$ cat src/rtl/wptr_full_ctrl.sv
// Write-domain pointer/flag controller for a dual-clock FIFO: binary/Gray write
// pointer, read-pointer synchronizer, and registered full/almost-full/level/overflow.
module wptr_full_ctrl #(
    parameter int unsigned ADDRSIZE     = 4,
    parameter int unsigned AFULL_THRESH = 12,
    parameter int unsigned SYNC_STAGES  = 2
) (
    input  logic                wclk,
    input  logic                wrst_n,
    input  logic                winc,
    input  logic                wovf_clr,
    input  logic [ADDRSIZE:0]   rptr,
    output logic [ADDRSIZE:0]   wptr,
    output logic [ADDRSIZE-1:0] waddr,
    output logic                wclken,
    output logic                wfull,
    output logic                walmost_full,
    output logic [ADDRSIZE:0]   wlevel,
    output logic                woverflow
);

    localparam int unsigned PW = ADDRSIZE + 1;

    logic [PW-1:0] wbin;
    logic [PW-1:0] wbinnext;
    logic [PW-1:0] wgraynext;
    logic [PW-1:0] wq [SYNC_STAGES];
    logic [PW-1:0] wqs;
    logic [PW-1:0] rbin_s;
    logic [PW-1:0] wlevel_next;
    logic          accepted;
    logic          wfull_next;
    logic          walmost_full_next;
    logic          rejected;

    assign waddr    = wbin[ADDRSIZE-1:0];
    assign accepted = winc & ~wfull;
    assign rejected = winc & wfull;
    // Reset masks the write strobe so the memory never sees a write while held in reset
    assign wclken   = accepted & wrst_n;
    assign wqs      = wq[SYNC_STAGES-1];

    always_comb begin
        wbinnext  = wbin + PW'(accepted);
        wgraynext = (wbinnext >> 1) ^ wbinnext;
    end

    // Gray-to-binary of the synchronized read pointer
    always_comb begin
        rbin_s         = '0;
        rbin_s[PW-1]   = wqs[PW-1];
        for (int i = int'(PW) - 2; i >= 0; i--) begin
            rbin_s[i] = rbin_s[i+1] ^ wqs[i];
        end
    end

    always_comb begin
        wlevel_next       = wbinnext - rbin_s;
        wfull_next        = (wgraynext == {~wqs[PW-1:PW-2], wqs[PW-3:0]});
        walmost_full_next = (wlevel_next >= PW'(AFULL_THRESH));
    end

    // Read-pointer synchronizer: plain flop chain, no logic between stages
    always_ff @(posedge wclk or negedge wrst_n) begin
        if (!wrst_n) begin
            for (int i = 0; i < int'(SYNC_STAGES); i++) begin
                wq[i] <= '0;
            end
        end else begin
            wq[0] <= rptr;
            for (int i = 1; i < int'(SYNC_STAGES); i++) begin
                wq[i] <= wq[i-1];
            end
        end
    end

    always_ff @(posedge wclk or negedge wrst_n) begin
        if (!wrst_n) begin
            wbin         <= '0;
            wptr         <= '0;
            wfull        <= 1'b0;
            walmost_full <= 1'b0;
            wlevel       <= '0;
        end else begin
            wbin         <= wbinnext;
            wptr         <= wgraynext;
            wfull        <= wfull_next;
            walmost_full <= walmost_full_next;
            wlevel       <= wlevel_next;
        end
    end

    // Sticky overflow; a rejected write in the same cycle beats the clear
    always_ff @(posedge wclk or negedge wrst_n) begin
        if (!wrst_n) begin
            woverflow <= 1'b0;
        end else if (rejected) begin
            woverflow <= 1'b1;
        end else if (wovf_clr) begin
            woverflow <= 1'b0;
        end
    end

endmodule

$ cat config.mk
export PLATFORM = sky130hd
export DESIGN_NAME = wptr_full_ctrl
export DESIGN_NICKNAME = d
export VERILOG_FILES = /design/src/rtl/wptr_full_ctrl.sv
export SDC_FILE = /design/constraint.sdc
export NUM_CORES = 1
export LEC_CHECK = 0
export BUFFER_PORTS_ARGS = -buffer_cell sky130_fd_sc_hd__buf_4
export CAP_MARGIN = 20
export CORE_ASPECT_RATIO = 1.2
export CORE_UTILIZATION = 43
export CTS_BUF_LIST = sky130_fd_sc_hd__clkbuf_8
export DETAILED_ROUTE_END_ITERATION = 8
export HOLD_SLACK_MARGIN = 0.12
export PLACE_DENSITY = 0.66
export SLEW_MARGIN = 40
export SYNTH_ARGS = -nofsm -noshare
export SYNTH_HDL_FRONTEND = slang
export SYNTH_SLANG_ARGS = --single-unit
$ cat constraint.sdc
create_clock -name wclk -period 5.5 [get_ports wclk]
set_clock_uncertainty 0.1 [all_clocks]
set_input_delay 1.1 -clock wclk [delete_from_list [all_inputs] [get_ports wclk]]
set_output_delay 1.1 -clock wclk [all_outputs]
set_load 0.01 [all_outputs]
==> summary.md <==
| Metric | Value |
|---|---|
| Leakage power of the design | 0.707 nW |
| Area enclosed by the die boundary | 3030 um^2 |
| Setup repair after global routing missed its margin | no |
| Multiplexer share of the synthesized area | 0.00827 |
| Req. time, crit path | 5540 ps |
| Area share of the leading cell type in the synthesized netlist | 0.558 |
| Worst Setup Start Kind | input pin |
| Fraction of the mapped netlist area in compound gates | 0.0558 |
| Number of top-level pins | 27 |
| Max-slew violation count | 0 |
| Area of placed instances | 1440 um^2 |
| Outcome | finished clean |
| Initial standard-cell utilization of the core | 0.465 |
| GRT Total Usage | 0.141 |
| Total iterations of the first detailed-routing run | 2 |
| Async set-or-reset flop fraction in the synthesized netlist | 1.00 |
| Area of the mapped netlist | 1210 um^2 |
| Clock-pin slew reported for the worst setup and hold paths after clock tree synthesis | 90 ps |
| Setup Fix Bufs, Post-CTS | 0 |
| Synthesized-area fraction occupied by adder cells | 0.0786 |
| Clock period minus worst slack | 3480 ps |
| Clock buffer count from CTS | 3 |
| Sinks on the clock net | 27 |
| HP Class | reg -> reg |
| GRT busiest layer | met2 |
| Flops & latches, synth | 27 |
| Top cell type by total area after synthesis | sky130_fd_sc_hd__dfrtp_1 |
| GR Util met2 | 0.244 |
| Critical Path Fanout Max | 6 |
| Dpl hpwl | 1.36 mm |
| Number of global-route vias before repair | 719 |
| Total negative slack | 0 ps |
| Clock Tree Buf Depth | 2 |
| CP endpoint kind | flip-flop |
| Overflow after GRT | 0 |
| CTS-repair resized insts | 0 |
| Pin count of the biggest net entering global routing | 29 |
| Path type of the worst setup path | in -> reg |
| Count of antenna diodes in the layout | 0 |
| EDFF count, synth | 0 |
| Overall die width | 50.4 um |
| Achievable clock frequency | 0.288 GHz |
| Final Instance Area | 1490 um^2 |
| Fraction of layout instances using a drive strength above 1 | 0.303 |
| Avg Synthesized Cell Area | 13.0 um^2 |
| Clock H-tree levels | 1 |
| Syn. warnings | 0 |
| Crit path arrival time | 3520 ps |
| Initial DRC count | 13 |
| Worst-Margin Slew | 338 ps |
| Most used standard cell by instance count after synthesis | sky130_fd_sc_hd__dfrtp_1 |
| Total of endpoints with negative setup slack in the final report | 0 |
| Met3 Track Usage GR | 0.0305 |
| Maximum resistive drop on vdd | 0.283 mV |
| Main synth FF type | sky130_fd_sc_hd__dfrtp_1 |
| Clock latency on the worst-skew pair | 260 ps |
| Total of hold buffers inserted after clock tree synthesis | 0 |
| Routability congestion estimate from global placement | 0.789 |
| Worst slew margin relative to its limit | 0.775 |
| Final routed DRC violation total | 0 |
| Crit share post-route | 0.632 |
| Final hold viol count | 0 |
| WL per Instance | 11.5 um |
| Area growth syn-to-layout | 23.0% |
| Net Count, Synth | 109 |
| Gate count of the mapped netlist | 93 |
| Port Buf Inserts | 26 |
| Xor/xnor share of the synthesized area | 0.184 |
| Most area-consuming cells after synthesis | sky130_fd_sc_hd__dfrtp_1 56%, sky130_fd_sc_hd__xnor2_1 8.7%, sky130_fd_sc_hd__ha_1 6.2% |
| Min Hold Slack | 254 ps |
| Drt via density | 4.76 |
| Proportion of synthesized chip area in sequential cells | 0.558 |
| PD cells | 643 nW/um^2 |
| Vias after detailed routing | 738 |
| Antenna-violating nets left | 0 |
| Row count | 20 |
| Largest family of logic cells by synthesized area | XOR/XNOR gates |
| Total Routed Length | 1.78 mm |
| Met1 track utilization from global routing | 0.176 |
| Total of max-cap violations | 0 |
| Clock root buffer | sky130_fd_sc_hd__clkbuf_8 |
| Floorplan die height | 60.1 um |
| CTS tree | built |
| Synth cell types | 29 |
| Number of antenna violations at the first check in global routing | 0 |
| Net count reported at finish | 139 |
| Global-route wire length before repair | 3.13 mm |
| Most common library cells after synthesis | 27 x sky130_fd_sc_hd__dfrtp_1, 12 x sky130_fd_sc_hd__xnor2_1, 9 x sky130_fd_sc_hd__inv_1 |
| Simple logic cell fraction of the synthesized area | 0.0827 |
| CORE AREA | 2600 um^2 |
## report_power, final
part	switching [mW]	internal, mW
combinational	0.264	0.267
clock	0.0590	0.0506
sequential	0.0451	0.271
## logic make-up after synthesis
family / count (synthesis)
multiplexers: 1
XOR/XNOR: 22
buffers and inverters: 10
AO/OA/AOI/OAI: 9
AND/OR/NAND/NOR: 17
flip-flops: 27
adder cells (fa/ha/maj): 7
## placed cells by master, fill, tap and decap left out
| cell | count |
|---|---|
| sky130_fd_sc_hd__or2_2 | 1 |
| sky130_fd_sc_hd__nand4b_1 | 1 |
| sky130_fd_sc_hd__inv_1 | 9 |
| sky130_fd_sc_hd__dfrtp_1 | 27 |
| sky130_fd_sc_hd__nor4_1 | 1 |
| sky130_fd_sc_hd__o21ai_1 | 1 |
| sky130_fd_sc_hd__o21ai_0 | 1 |
| sky130_fd_sc_hd__a21o_1 | 1 |
| sky130_fd_sc_hd__a21bo_2 | 1 |
| sky130_fd_sc_hd__or3_1 | 1 |
| sky130_fd_sc_hd__a31oi_1 | 1 |
| sky130_fd_sc_hd__o2bb2ai_1 | 1 |
| sky130_fd_sc_hd__mux2i_1 | 1 |
| sky130_fd_sc_hd__a21oi_1 | 2 |
| sky130_fd_sc_hd__and2_1 | 1 |
| sky130_fd_sc_hd__xor2_2 | 2 |
| sky130_fd_sc_hd__buf_4 | 26 |
| sky130_fd_sc_hd__xnor2_2 | 2 |
| sky130_fd_sc_hd__fa_1 | 1 |
| sky130_fd_sc_hd__clkbuf_8 | 3 |
| sky130_fd_sc_hd__nor2b_1 | 2 |
| sky130_fd_sc_hd__a2111oi_2 | 1 |
| sky130_fd_sc_hd__xnor2_1 | 12 |
| sky130_fd_sc_hd__xor2_1 | 6 |
| sky130_fd_sc_hd__ha_1 | 6 |
| sky130_fd_sc_hd__nand3_1 | 4 |
| sky130_fd_sc_hd__or4b_1 | 1 |
| sky130_fd_sc_hd__and3_1 | 1 |
| sky130_fd_sc_hd__clkinv_2 | 1 |
| sky130_fd_sc_hd__nand2_1 | 3 |
| sky130_fd_sc_hd__nand4_1 | 1 |
## path summary, 6_finish.rpt
check | from | end | slack (ps) | depth (start not counted)
max | winc | walmost_full$_DFF_PN0_ | 2020 | 10
min | wq[5]$_DFF_PN0_ | wqs[0]$_DFF_PN0_ | 250 | 0
max reg2reg | wqs[4]$_DFF_PN0_ | walmost_full$_DFF_PN0_ | 2280 | 10
min reg2reg | wq[5]$_DFF_PN0_ | wqs[0]$_DFF_PN0_ | 250 | 0
max in group asynchronous | wrst_n | wlevel[2]$_DFF_PN0_ | 4420 | 1
min in group asynchronous | wrst_n | wlevel[0]$_DFF_PN0_ | 630 | 1
## flip-flops by register name (all words and copies together) (netlist names)
register	count
wbin	5
wlevel	5
wq	5
wqs	5
wptr	4
walmost_full	1
wfull	1
woverflow	1
## area by class of cell
type / instances / area (um^2)
clock buffer: 3 / 41.3
clock inverter: 1 / 5.00
fill: 225 / 1110
inverter: 9 / 33.8
multi-input combinational: 56 / 495
sequential: 27 / 676
tap: 33 / 41.3
timing repair buffer: 26 / 195
## per-stage QoR
stage	worst slack, ps	power [mW]	util	cells
floorplan	2030	0.694	-	93
global placement	1840	0.847	0.554	151
detailed placement	1730	0.858	0.554	151
CTS	2030	0.971	0.572	155
global route	1850	1.04	0.572	155
finish	2020	0.957	0.572	155
## critical path: stages
cell and delay (ps):
sky130_fd_sc_hd__buf_4 110, sky130_fd_sc_hd__nor2b_1 130, sky130_fd_sc_hd__ha_1 220, sky130_fd_sc_hd__ha_1 390
sky130_fd_sc_hd__inv_1 110, sky130_fd_sc_hd__fa_1 520, sky130_fd_sc_hd__nor2b_1 150, sky130_fd_sc_hd__o21ai_1 80
sky130_fd_sc_hd__and3_1 200, sky130_fd_sc_hd__or4b_1 490
## layer usage
layer | routed length (um) | vias to the layer above | share of wire
li1 | - | 358 | -
met1 | 782 | 356 | 0.44
met2 | 920 | 22 | 0.52
met3 | 69 | 2 | 0.039
met4 | 7 | 0 | 0.0039
met5 | 0 | - | 0
Note: power is estimated with default switching activity, not from simulation.
